[src/rtl/mul_div_unit_if.sv]
// Request/response bundle between the multicycle control FSM (master)
// and the iterative multiply/divide unit (slave).
interface mul_div_unit_if #(
    parameter int WIDTH = 16
);
    logic             start;
    logic [1:0]       func;
    logic [WIDTH-1:0] a;
    logic [WIDTH-1:0] b;
    logic             busy;
    logic             done;
    logic [WIDTH-1:0] lo;
    logic [WIDTH-1:0] hi;
    logic             div_by_zero;

    modport master (
        output start, func, a, b,
        input  busy, done, lo, hi, div_by_zero
    );

    modport slave (
        input  start, func, a, b,
        output busy, done, lo, hi, div_by_zero
    );
endinterface

[src/rtl/mul_div_unit.sv]
// Iterative radix-2 multiply/divide unit, fixed latency for every func.
//   func: 00 umul, 01 smul, 10 udiv, 11 sdiv
//   lo -> w2_1 write-back (product low / quotient)
//   hi -> w2_2 write-back (product high / remainder)
// Signed ops run on magnitudes; signs are reapplied in the FIX state.
// Build option: define MUL_DIV_UNIT_DIV_EN to include the divider. Without
// it, divide funcs keep the handshake and latency but return zeros, and
// div_by_zero is tied low.
module mul_div_unit #(
    parameter int WIDTH = 16,
    parameter int CNT_W = 5
) (
    input  logic           clk,
    input  logic           reset,
    mul_div_unit_if.slave  bus
);
    typedef enum logic [1:0] {IDLE, RUN, FIX} state_t;

    state_t                 state;
    logic [CNT_W-1:0]       cnt;
    logic                   is_div;
    logic                   neg_q;      // product / quotient negative
    logic [WIDTH-1:0]       opb;        // multiplicand or divisor magnitude
    logic [2*WIDTH-1:0]     acc;        // {hi half, lo half} working register
    logic                   busy_q;
    logic                   done_q;
    logic [WIDTH-1:0]       lo_q;
    logic [WIDTH-1:0]       hi_q;

    logic [WIDTH-1:0]       a_mag;
    logic [WIDTH-1:0]       b_mag;
    logic [WIDTH:0]         mul_sum;
    logic [2*WIDTH-1:0]     mul_next;
    logic [2*WIDTH-1:0]     step_next;
    logic [2*WIDTH-1:0]     prod_fix;

`ifdef MUL_DIV_UNIT_DIV_EN
    logic                   neg_r;      // remainder follows dividend sign
    logic                   b_zero;
    logic [WIDTH-1:0]       a_raw;      // returned unmodified on divide by zero
    logic                   dz_q;
    logic [WIDTH:0]         div_shift;
    logic [WIDTH:0]         div_diff;
    logic [2*WIDTH-1:0]     div_next;
    logic [WIDTH-1:0]       quo_fix;
    logic [WIDTH-1:0]       rem_fix;
`endif

    // Operand magnitudes for the signed funcs (0x8000 maps to 32768 unsigned).
    always_comb begin
        a_mag = bus.a;
        b_mag = bus.b;
        if (bus.func[0] && bus.a[WIDTH-1]) a_mag = -bus.a;
        if (bus.func[0] && bus.b[WIDTH-1]) b_mag = -bus.b;
    end

    // One shift-add multiply step: multiplier sits in acc low half and is
    // consumed LSB first while the partial product grows in from the top.
    always_comb begin
        mul_sum  = {1'b0, acc[2*WIDTH-1:WIDTH]} + (acc[0] ? {1'b0, opb} : {(WIDTH+1){1'b0}});
        mul_next = {mul_sum, acc[WIDTH-1:1]};
    end

`ifdef MUL_DIV_UNIT_DIV_EN
    // One restoring divide step: remainder in hi half, dividend bits shift
    // out of the lo half MSB first while quotient bits shift in at the LSB.
    always_comb begin
        div_shift = acc[2*WIDTH-1:WIDTH-1];
        div_diff  = div_shift - {1'b0, opb};
        if (div_diff[WIDTH])
            div_next = {div_shift[WIDTH-1:0], acc[WIDTH-2:0], 1'b0};
        else
            div_next = {div_diff[WIDTH-1:0], acc[WIDTH-2:0], 1'b1};
    end

    // Select the active datapath step.
    always_comb begin
        step_next = is_div ? div_next : mul_next;
    end

    // Sign correction of quotient and remainder.
    always_comb begin
        quo_fix = neg_q ? -acc[WIDTH-1:0] : acc[WIDTH-1:0];
        rem_fix = neg_r ? -acc[2*WIDTH-1:WIDTH] : acc[2*WIDTH-1:WIDTH];
    end
`else
    // Only the multiplier exists; divide funcs just idle through RUN.
    always_comb begin
        step_next = mul_next;
    end
`endif

    // Sign correction of the full double-width product.
    always_comb begin
        prod_fix = neg_q ? -acc : acc;
    end

    // Control FSM plus datapath registers; all outputs are registered.
    always_ff @(posedge clk or posedge reset) begin
        if (reset) begin
            state  <= IDLE;
            cnt    <= '0;
            is_div <= 1'b0;
            neg_q  <= 1'b0;
            opb    <= '0;
            acc    <= '0;
            busy_q <= 1'b0;
            done_q <= 1'b0;
            lo_q   <= '0;
            hi_q   <= '0;
`ifdef MUL_DIV_UNIT_DIV_EN
            neg_r  <= 1'b0;
            b_zero <= 1'b0;
            a_raw  <= '0;
            dz_q   <= 1'b0;
`endif
        end else begin
            done_q <= 1'b0;
            case (state)
                IDLE: begin
                    if (bus.start) begin
                        state  <= RUN;
                        cnt    <= '0;
                        busy_q <= 1'b1;
                        is_div <= bus.func[1];
                        neg_q  <= bus.func[0] & (bus.a[WIDTH-1] ^ bus.b[WIDTH-1]);
                        opb    <= b_mag;
                        acc    <= {{WIDTH{1'b0}}, a_mag};
`ifdef MUL_DIV_UNIT_DIV_EN
                        neg_r  <= bus.func[0] & bus.a[WIDTH-1];
                        b_zero <= (bus.b == '0);
                        a_raw  <= bus.a;
`endif
                    end
                end
                RUN: begin
                    acc <= step_next;
                    cnt <= cnt + CNT_W'(1);
                    if (cnt == CNT_W'(WIDTH-1))
                        state <= FIX;
                end
                FIX: begin
                    state  <= IDLE;
                    busy_q <= 1'b0;
                    done_q <= 1'b1;
`ifdef MUL_DIV_UNIT_DIV_EN
                    if (is_div) begin
                        if (b_zero) begin
                            lo_q <= '1;
                            hi_q <= a_raw;
                            dz_q <= 1'b1;
                        end else begin
                            lo_q <= quo_fix;
                            hi_q <= rem_fix;
                            dz_q <= 1'b0;
                        end
                    end else begin
                        lo_q <= prod_fix[WIDTH-1:0];
                        hi_q <= prod_fix[2*WIDTH-1:WIDTH];
                        dz_q <= 1'b0;
                    end
`else
                    if (is_div) begin
                        lo_q <= '0;
                        hi_q <= '0;
                    end else begin
                        lo_q <= prod_fix[WIDTH-1:0];
                        hi_q <= prod_fix[2*WIDTH-1:WIDTH];
                    end
`endif
                end
                default: state <= IDLE;
            endcase
        end
    end

    assign bus.busy = busy_q;
    assign bus.done = done_q;
    assign bus.lo   = lo_q;
    assign bus.hi   = hi_q;
`ifdef MUL_DIV_UNIT_DIV_EN
    assign bus.div_by_zero = dz_q;
`else
    assign bus.div_by_zero = 1'b0;
`endif

endmodule

[src/flat_wrapper.sv]
// flat-port wrapper written by rule: the top's interface ports become plain ports
module mul_div_unit_flat 
#(
    parameter int WIDTH = 16,
    parameter int CNT_W = 5
)
  (clk, reset, bus_start, bus_func, bus_a, bus_b, bus_busy, bus_done, bus_lo, bus_hi, bus_div_by_zero);
  mul_div_unit_if #(.WIDTH(WIDTH)) bus_i ();
  input  logic clk;
  input  logic reset;
  input wire logic [$bits(bus_i.start)-1:0] bus_start;
  input wire logic [$bits(bus_i.func)-1:0] bus_func;
  input wire logic [$bits(bus_i.a)-1:0] bus_a;
  input wire logic [$bits(bus_i.b)-1:0] bus_b;
  output wire logic [$bits(bus_i.busy)-1:0] bus_busy;
  output wire logic [$bits(bus_i.done)-1:0] bus_done;
  output wire logic [$bits(bus_i.lo)-1:0] bus_lo;
  output wire logic [$bits(bus_i.hi)-1:0] bus_hi;
  output wire logic [$bits(bus_i.div_by_zero)-1:0] bus_div_by_zero;
  assign bus_i.start = bus_start;
  assign bus_i.func = bus_func;
  assign bus_i.a = bus_a;
  assign bus_i.b = bus_b;
  assign bus_busy = bus_i.busy;
  assign bus_done = bus_i.done;
  assign bus_lo = bus_i.lo;
  assign bus_hi = bus_i.hi;
  assign bus_div_by_zero = bus_i.div_by_zero;
  mul_div_unit #(.WIDTH(WIDTH), .CNT_W(CNT_W)) u_core (.clk(clk), .reset(reset), .bus(bus_i));
endmodule
[config.mk]
export PLATFORM = sky130hd
export DESIGN_NAME = mul_div_unit_flat
export DESIGN_NICKNAME = d
export VERILOG_FILES = /design/src/rtl/mul_div_unit_if.sv /design/src/rtl/mul_div_unit.sv /design/src/flat_wrapper.sv
export SDC_FILE = /design/constraint.sdc
export NUM_CORES = 1
export LEC_CHECK = 0
export ABC_CLOCK_PERIOD_IN_PS = 2900
export CAP_MARGIN = 20
export CELL_PAD_IN_SITES_DETAIL_PLACEMENT = 2
export CELL_PAD_IN_SITES_GLOBAL_PLACEMENT = 2
export CORE_UTILIZATION = 31
export CTS_BUF_LIST = sky130_fd_sc_hd__clkbuf_16
export CTS_CLUSTER_DIAMETER = 80
export DETAILED_ROUTE_END_ITERATION = 8
export GPL_ROUTABILITY_DRIVEN = 0
export PLACE_DENSITY = 0.83
export RECOVER_POWER = 25
export REMOVE_ABC_BUFFERS = 1
export SYNTH_ARGS = -nofsm -noshare
export SYNTH_HDL_FRONTEND = slang
export SYNTH_SLANG_ARGS = --single-unit
[constraint.sdc]
create_clock -name clk -period 2.9 [get_ports clk]
set_clock_uncertainty 0.15 [all_clocks]
set_input_delay 0.58 -clock clk [delete_from_list [all_inputs] [get_ports clk]]
set_output_delay 0.58 -clock clk [all_outputs]
set_load 0.005 [all_outputs]
Word-level counts from Yosys, hierarchy flattened
Cells that the tools add are included.
{"block": "word_totals", "reg_bits": 91, "out_inout_bits": 35, "word_cells": 47}
{"block": "op_classes", "addsub": 5, "n_eq_ne": 5, "muxes": 16, "n_bitwise": 2, "reduce_logical": 9}
{"op": "two-way mux 16 bit", "n": 5}
{"op": "two-way mux 32 bit", "n": 2}
{"op": "one-hot mux 32 bit (2 select lines)", "n": 1}
{"op": "negator 16 bit", "n": 2}
{"op": "negator 32 bit", "n": 1}
{"op": "adder 16 x 17 -> 17 bit", "n": 1}
{"op": "one-hot mux 5 bit (2 select lines)", "n": 1}
{"op": "AND reduction 2 bit", "n": 4}
{"op": "adder 5 x 1 -> 5 bit, second input constant", "n": 1}
{"op": "equality test 5 x 4 -> 1 bit, second input constant", "n": 1}
{"op": "two-way mux 5 bit", "n": 1}
{"op": "two-way mux 2 bit", "n": 2}
{"op": "one-hot mux 2 bit (2 select lines)", "n": 1}
{"op": "nonzero test 2 bit", "n": 2}
{"op": "equality test 2 x 1 -> 1 bit, second input constant", "n": 1}
{"op": "equality test 2 bit, second input constant", "n": 1}
{"op": "logical AND 1 bit", "n": 2}
{"op": "logical NOT 2 bit", "n": 1}
{"op": "two-way mux 1 bit", "n": 2}
{"op": "inequality test 2 x 1 -> 1 bit, second input constant", "n": 1}
{"op": "inequality test 2 bit, second input constant", "n": 1}
{"op": "one-hot mux 1 bit (2 select lines)", "n": 1}
{"op": "bitwise AND 1 bit", "n": 1}
{"op": "XOR 1 bit", "n": 1}

Depth between registers and ports, before layout
{"block": "depth", "ltp_word": 4, "ltp_mapped": 12, "depth_no_buf": 11}

Worst setup path before layout
OpenSTA, ideal clock, no wires.
{"block": "synth_timing", "kind": "flip-flop to flip-flop", "from": "register u_core.acc[5]", "to": "register u_core.hi_q[13], in the netlist u_core.bus.hi[13]", "arrival_ns": 2.492, "setup_slack_ns": 0.130, "stages_incl_launch_ff": 7, "n_path_buf": 0, "synth_period_minus_slack_ns": 2.770, "cell_sequence": "dfrtp_1 or4_4 or4_4 or4b_4 o41ai_4 xor2_1 o21ai_1"}
{"block": "synth_between", "elab_chain_cells": 3}
{"element": "start: declaration", "line": "mul_div_unit.sv:24", "text": "logic [2*WIDTH-1:0] acc;"}
{"element": "start signal: assignment", "line": "mul_div_unit.sv:128", "text": "acc <= {{WIDTH{1'b0}}, a_mag};"}
{"element": "start signal: assignment", "line": "mul_div_unit.sv:137", "text": "acc <= step_next;"}
{"element": "negator 32 bit", "line": "mul_div_unit.sv:95", "text": "prod_fix = neg_q ? -acc : acc;"}
{"element": "two-way mux 32 bit", "line": "mul_div_unit.sv:95"}
{"element": "two-way mux 16 bit", "line": "mul_div_unit.sv:163", "text": "if (is_div) begin"}
{"element": "end signal: assignment", "line": "mul_div_unit.sv:168", "text": "hi_q <= prod_fix[2*WIDTH-1:WIDTH];"}
{"element": "end: declaration", "line": "mul_div_unit.sv:28", "text": "logic [WIDTH-1:0] hi_q;"}
Every way passes these cells.
A chain may end at the register's enable or synchronous reset.

Worst setup path after layout
{"block": "layout_timing", "from": "register u_core.acc[0]", "to": "register u_core.acc[28]"}
{"block": "layout_between", "elab_chain_cells": 3}
{"element": "two-way mux 16 bit", "line": "mul_div_unit.sv:60", "text": "mul_sum = {1'b0, acc[2*WIDTH-1:WIDTH]} + (acc[0] ? {1'b0, opb} : {(WIDTH+1){1'b0}});"}
{"element": "adder 16 x 17 -> 17 bit", "line": "mul_div_unit.sv:60"}
{"element": "one-hot mux 32 bit (2 select lines)", "line": "mul_div_unit.sv:119", "text": "case (state)"}
Every way passes these cells.

==> metrics.md <==
| Metric | Value |
|---|---|
| Req. time, crit path | `around 3.0 ns` |
| Leading post-synthesis cells by instance count | `sky130_fd_sc_hd__dfrtp_1 (91), sky130_fd_sc_hd__o21ai_0 (90), sky130_fd_sc_hd__nand2_1 (79), sky130_fd_sc_hd__xor2_1 (39), sky130_fd_sc_hd__xnor2_1 (32)` |
| Ranking of synthesized cells by area | `sky130_fd_sc_hd__dfrtp_1 (42%), sky130_fd_sc_hd__o21ai_0 (8.2%), sky130_fd_sc_hd__xor2_1 (6.2%), sky130_fd_sc_hd__nand2_1 (5.4%), sky130_fd_sc_hd__xnor2_1 (5.1%)` |
| Worst min path class | `flop to flop` |
| Number of clock sinks | `91` |
| Warnings from Yosys | `0` |
| Diodes inserted | `0` |
| Transition time of the tightest slew-check pin | `between 1.5 and 2 ns` |
| Type of origin of the critical path | `flop` |
| Clock latency of the later-clocked register in the worst-skew pair | `0.35 ns` |
| Final worst hold slack | `roughly 0.32 ns` |
| Mapped Avg Cell Area | `8.92 sq um` |
| Global Route met3 Usage | `about 1.5%` |
| Gate Count Post-Synth | `613` |
| Standard cell area after detailed placement | `between 6000 and 7000 sq um` |
| Number of H-tree levels | `3` |
| Violations in the final reports | `max-capacitance violations, max-slew violations, negative setup slack` |
| Die area | `roughly 18000 sq um` |
| Iter 0 DRT Violations | `208` |
| Total of max-cap violations | `1` |
| Fraction of synthesized cell area taken by the top area cell type | `a little over two fifths` |
| Row count | `between 40 and 50` |
| Post-route standard cell area excluding fillers | `6930 sq um` |
| Maximum count of clock buffers along a single path | `2` |
| Final Cycle Share | `102%` |
| FMAX | `338 MHz` |
| Number of placed cells counting well taps | `approximately 910` |
| Post-synth EDFFs | `0` |
| Detailed-router iteration count before antenna repair | `4` |
| Vert. Die Dim | `between 100 and 150 um` |
| Initial Util | `between 30% and 40%` |
| Most used flip-flop cell after synthesis | `sky130_fd_sc_hd__dfrtp_1` |
| Mean routed wirelength per cell | `19.8 um` |
| Proportion of register bits with asynchronous set or reset after synthesis | `100%` |
| Buffers added on ports | `70` |
| Total Power | `~6.8 mW` |
| Max-slew headroom | `-5.78%` |
| Maximum number of pins on one net before global-route repair | `67` |
| Count of hold-fix buffers inserted at cts | `0` |
| Number of fill cells | `roughly 1800` |
| Number of distinct standard cells referenced by the synthesized netlist | `between 50 and 60` |
| Category of the worst setup path capture point | `flop` |
| Worst-case vdd ir drop | `0.374 mV` |
| Total length of routed wires | `between 15000 and 20000 um` |
| Post-synthesis to final-layout area growth | `26.8%` |
| Min setup slack post-route | `-0.0621 ns` |
| Sequential area share after synthesis | `a little over two fifths` |
| Met2 layer usage reported by global route | `between 30 and 40%` |
| Result of the run | `complete, but fails checks` |
| Clock transition at path regs | `about 0.070 ns` |
| Crit-path slowest cell | `sky130_fd_sc_hd__dfrtp_1` |
| Aggregate global routing overflow | `0` |
| Top-count cell post-synth | `sky130_fd_sc_hd__dfrtp_1` |
| Final min period | `a little under 3 ns` |
| Standard cell core area | `17200 sq um` |
| Cell at the root of the clock tree | `sky130_fd_sc_hd__clkbuf_16` |
| Cell-by-cell listing of the critical path | `buf_4 -> buf_4 -> and2_1 -> ha_1 -> a21o_1 -> a21oi_1 -> nor2b_1 -> o31ai_1 -> a21oi_1 -> xnor2_1 -> o21ai_0` |
| Number of buffers inserted during clock tree synthesis | `9` |
| Critical Path AT | `~3 ns` |
| Count of unresolved DRC violations after routing | `0` |
| Met1 usage in global routing | `between 20% and 30%` |
| Final setup viols | `1` |
| Worst path max stage delay | `approximately 0.40 ns` |
| Share of cells above drive strength 1 | `just over 10%` |
| RSZ-0062 raised after global routing | `true` |
| Antenna Violating Nets Remaining | `0` |
| Power per Cell Area | `982 nW/um^2` |
| Final HPWL from detailed placement | `13300 um` |
| Global-route wire length before repair | `~29000 um` |
| Post-synthesis sequential element count | `91` |
| Leakage dissipation | `2.91 nW` |
| IO Pins | `72` |
| CTS tree | `built` |
| Grt peak-use layer | `met2` |
| Type of the worst setup path | `flop to flop` |
| Crit path max fanout | `14` |
| Final #Nets | `about 750` |
| Sum of negative setup slack | `-0.0621 ns` |
| Final-report hold violation count | `0` |
| Floorplan die width | `about 130 um` |
| Final Max Slew Viols | `64` |
| Post-CTS Repair Setup Buffers | `0` |
| Via-per-instance ratio | `5.36` |
| Number of antenna violations at the first check in global routing | `0` |
| Post-synthesis instance area | `around 5500 sq um` |
| Via count of the routed design | `roughly 5000` |
| Vias in the first global route | `5429` |
| Non-Filler Instances | `approximately 900` |
| Library cell occupying the most area in the post-synthesis netlist | `sky130_fd_sc_hd__dfrtp_1` |
| Total global-route track usage | `between 20% and 30%` |
==> per-stage QoR <==
step / utilization [%] / setup slack, ns
after floorplan: - / -0.194
after global placement: 38.2 / 0.0752
after detailed placement: 38.2 / -0.103
after CTS: 39.8 / 0.0192
after global routing: 40.2 / -0.137
final: 40.2 / -0.0621
==> critical path, delay by kind of cell (launching register included) <==
kind	cells	cell delay [ns]
flip-flops	1	0.40
AND/OR/NAND/NOR	2	0.25
XOR/XNOR	1	0.24
adder cells (fa/ha/maj)	1	0.38
AO/OA/AOI/OAI	5	1.07
buffers and inverters	2	0.33
==> cell usage in the layout (no fill, tap or decap), types with 3 or more instances in the layout <==
master	count
sky130_fd_sc_hd__o31ai_1	16
sky130_fd_sc_hd__a22oi_1	15
sky130_fd_sc_hd__xnor2_1	32
sky130_fd_sc_hd__nor2_1	24
sky130_fd_sc_hd__buf_4	30
sky130_fd_sc_hd__o21ai_1	7
sky130_fd_sc_hd__a31oi_1	5
sky130_fd_sc_hd__xor2_1	39
sky130_fd_sc_hd__inv_1	20
sky130_fd_sc_hd__o41ai_1	4
sky130_fd_sc_hd__clkbuf_16	9
sky130_fd_sc_hd__nand4_1	4
sky130_fd_sc_hd__nor2b_1	4
sky130_fd_sc_hd__nand2_1	79
sky130_fd_sc_hd__nor3_1	9
sky130_fd_sc_hd__a21o_1	7
sky130_fd_sc_hd__mux2i_1	3
sky130_fd_sc_hd__nor4_1	5
sky130_fd_sc_hd__a21oi_1	23
sky130_fd_sc_hd__ha_1	18
sky130_fd_sc_hd__or4_4	4
sky130_fd_sc_hd__nand3b_1	3
sky130_fd_sc_hd__clkdlybuf4s50_1	69
sky130_fd_sc_hd__and2_1	17
sky130_fd_sc_hd__dfrtp_1	91
sky130_fd_sc_hd__o21ai_0	86
sky130_fd_sc_hd__nand3_1	24
sky130_fd_sc_hd__nand2b_1	7
==> logic make-up after synthesis <==
kind of cell               Yosys count  share of synthesized area [%]
and+or+nand+nor                    194                           17.6
AOI/OAI and AO/OA                  181                           20.1
DFF                                 91                           41.6
xor gates and xnor gates            71                           11.4
buffers and inverters               50                           3.50
adders and majority gates           22                           5.17
muxes                                3                          0.549
other                                1                         0.0686
==> path summary, 6_finish.rpt <==
path / slack, ns / cells after the start / to / startpoint
setup / recovery: -0.06 / 11 / u_core.acc[28] / u_core.acc[0]
hold / removal: 0.32 / 2 / u_core.opb[15] / u_core.opb[15]
setup reg to reg: -0.06 / 11 / u_core.acc[28] / u_core.acc[0]
hold reg to reg: 0.32 / 2 / u_core.opb[15] / u_core.opb[15]
max in group asynchronous: 0.52 / 3 / u_core.opb[14] / reset
min in group asynchronous: 0.64 / 3 / u_core.bus.lo[13] / reset
==> where the power goes <==
group          internal, mW  total (mW)  leakage, nW  switching [mW]
logic                  1.49        3.43         1.64            1.94
clock network         0.570        1.08        0.135           0.509
registers              1.76        2.31         1.14           0.543
==> flip-flops by register name, indices dropped and copies added (netlist names) <==
name             count
u_core.bus.hi       16
u_core.opb          16
u_core.neg_q         1
u_core.bus.done      1
u_core.bus.lo       16
u_core.bus.busy      1
u_core.cnt           5
u_core.is_div        1
u_core.acc          32
u_core.state         2
==> layer usage <==
metal,routed length [um],vias up,part of all wire [%]
li1,-,2326,-
met1,8120,2520,44
met2,9320,92,51
met3,497,22,2.7
met4,385,0,2.1
met5,0,-,0
==> area by class of cell <==
type | instances | area [sq um] | share of cell area, %
sequential | 91 | 2280 | 32.8
timing repair buffer | 102 | 951 | 13.7
clock inverter | 7 | 37.5 | 0.541
tap | 225 | 282 | 4.06
multi-input combinational | 472 | 3090 | 44.6
inverter | 19 | 72.6 | 1.05
clock buffer | 9 | 225 | 3.25
==> what timing repair did <==
item | in CTS | in global routing
pin swaps | 1 | 4
cloned | 0 | 0
resized for setup | 7 | 16
endpoints found under the setup margin | 12 | 11
(Power assumes the default switching activity.)
==> edit, RTL diff (config.mk and constraints unchanged) <==
Add a define of `MUL_DIV_UNIT_DIV_EN`.
--- a/src/rtl/mul_div_unit.sv
+++ b/src/rtl/mul_div_unit.sv
@@ -8,2 +8,4 @@
 // div_by_zero is tied low.
+`define MUL_DIV_UNIT_DIV_EN
+
 module mul_div_unit #(
Function: no difference found for any inputs over 10 cycles, from zero or initial values and one cycle with reset high; that may be too few to reach the edited logic, so the function may still have changed.
==> edit against the unedited design <==
  * The flow still finishes with violations (capacitance limit, slew limit, setup timing)
  * Sequential power increased by 29%
  * Maximum frequency decreased by 5.0%
  * Area after synthesis increased by 49%
  * Routed wire length increased by 110%
  * Setup slack got worse by 0.16 ns
  * Sequential cell count increased by 19
  * Utilization increased by 2.0 points
  * Synthesized cell count increased by 67%
  * Cell area increased by 55%
  * Cell count increased by 62%
  * Total power increased by 120%
  * Critical path type unchanged
  * Critical endpoint is now u_core.acc[24]$_DFFE_PP0P_
  * Largest cell class unchanged
  * Largest power group unchanged
==> edit: results (changes against the unedited design) <==
| Metric | Value |
|---|---|
| Nets | 1,239 (+64%) |
| Compound-Gate Fraction of Synth Area | 20.4% (+0.28 points) |
| Pre-antenna DRT Iters | 5 (+1) |
| Worst path top cell family by delay | compound AO/OA/AOI/OAI gates |
| Largest net degree at the start of global routing | 36 (-46%) |
| Vias per inst | 5.83 (+8.7%) |
| Max-slew headroom | -3.78% (+2.0 points) |
| Failing checks | capacitance limit, slew limit, setup timing |
| Wire length per cell | 25.1 µm (+27%) |
| Hold Startpoint | u_core.bus.busy$_DFFE_PP0P_ |
| Worst Hold Endpoint | u_core.bus.busy$_DFFE_PP0P_ |
| Sequential share of power | 20.3% (-14 points) |
| Area of the multi-input gates | 5430 µm² (+76%) |
| Initial DRC count | 434 (+110%) |
| Hold slack | 0.341 ns (+0.0233 ns) |
| Total Routing Usage GR | 26.0% (+5.7 points) |
| Worst setup margin | -0.218 ns (-0.156 ns) |
| Synth Area per Inst | 7.96 µm² (-11%) |
| Clk pin slew, worst setup/hold paths | 0.09 ns (+0.02 ns) |
| Fin cells | 1,497 (+62%) |
| Final Setup Violations | 17 (+16) |
| #MultiIn Comb | 803 (+70%) |
| Non-clock buffer share | 15.7% (+2.0 points) |
| Initial antenna violation count | 1 (+1) |
| Crit Path Max Fanout | 10 (-4) |
| Layout cells sized above 1 | 19.1% (+8.8 points) |
| Arr. time, crit path | 3.21 ns (+0.18 ns) |
| Placed insts | 1,461 (+61%) |
| H-tree levels | 3 (unchanged) |
| Sw Ratio | 50.5% (+6.6 points) |
| Slew Viols, Final | 33 (-48%) |
| Top cells by count, synth | nand2_1 (171), dfrtp_1 (110), o21ai_0 (106) |
| Placement-stage cell area | 9860 µm² (+50%) |
| Number of port buffers | 71 (+1.4%) |
| P_leak | 4.60 nW (+58%) |
| Vias in the first global route | 9,505 (+75%) |
| Worst Setup EP | u_core.acc[24]$_DFFE_PP0P_ |
| Setup_tns | -2.04 ns (-1.97 ns) |
| Setup slack at placement | -0.244 ns (-0.141 ns) |
| Seq/total area | 25.6% (-7.2 points) |
| Clk buf depth | 2 (unchanged) |
| VDD IR-drop max | 0.000498 V (+33%) |
| Inverters | 45 (+26) |
| Clock Latency Late Sink | 0.39 ns (+0.04 ns) |
| # Max-Cap Violations | 1 (unchanged) |
| Seq cells | 110 (+21%) |
| Leading post-synthesis cells by cell area | dfrtp_1 (34%), nand2_1 (7.9%), o21ai_0 (6.5%), ha_1 (5.8%), mux2i_1 (4.7%) |
| Synth Area in Adders | 6.34% (+1.2 points) |
| Nonclk buf count | 193 (+89%) |
| Multiplexer share of the synthesized area | 4.96% (+4.4 points) |
| Run status | finished, violations left |
| Fillers | 2,757 (+51%) |
| Synth unique cells | 72 (+41%) |
| Critical path launch point | u_core.acc[30]$_DFFE_PP0P_ |
| Root Driver | clkbuf_16 |
| Clk tree area frac | 2.78% (-1.0 points) |
| Xor/xnor share of the synthesized area | 9.27% (-2.1 points) |
edit: cell count changes after synthesis, sizes merged, moves of 11 or more:
cell | unedited run | this run
nor2 | 24 | 91
o211ai | 0 | 12
o21ai | 94 | 111
dfrtp | 91 | 110
inv | 19 | 44
nand2 | 79 | 171
clkbuf | 26 | 58
a21oi | 25 | 64
a22oi | 15 | 3
mux2i | 3 | 38
and2 | 17 | 4
ha | 21 | 38
xnor2 | 32 | 43
edit: what timing repair did:
item                                   CTS  global route
pin swaps                                7            28
resized for setup                       23            81
endpoints found under the hold margin    0             0
buffers inserted                         7            14
setup endpoints to repair               19            30
gates cloned                             0             0
edit: metal layers:
| layer | vias up | GRT usage (%) | share of wire [%] |
|---|---|---|---|
| li1 | 3859 | - | - |
| met2 | 269 | 46.9 | 51 |
| met4 | 0 | 15.4 | 5.8 |
| met5 | - | 0 | 0 |
| met1 | 4481 | 29.2 | 39 |
| met3 | 117 | 3.11 | 4.0 |
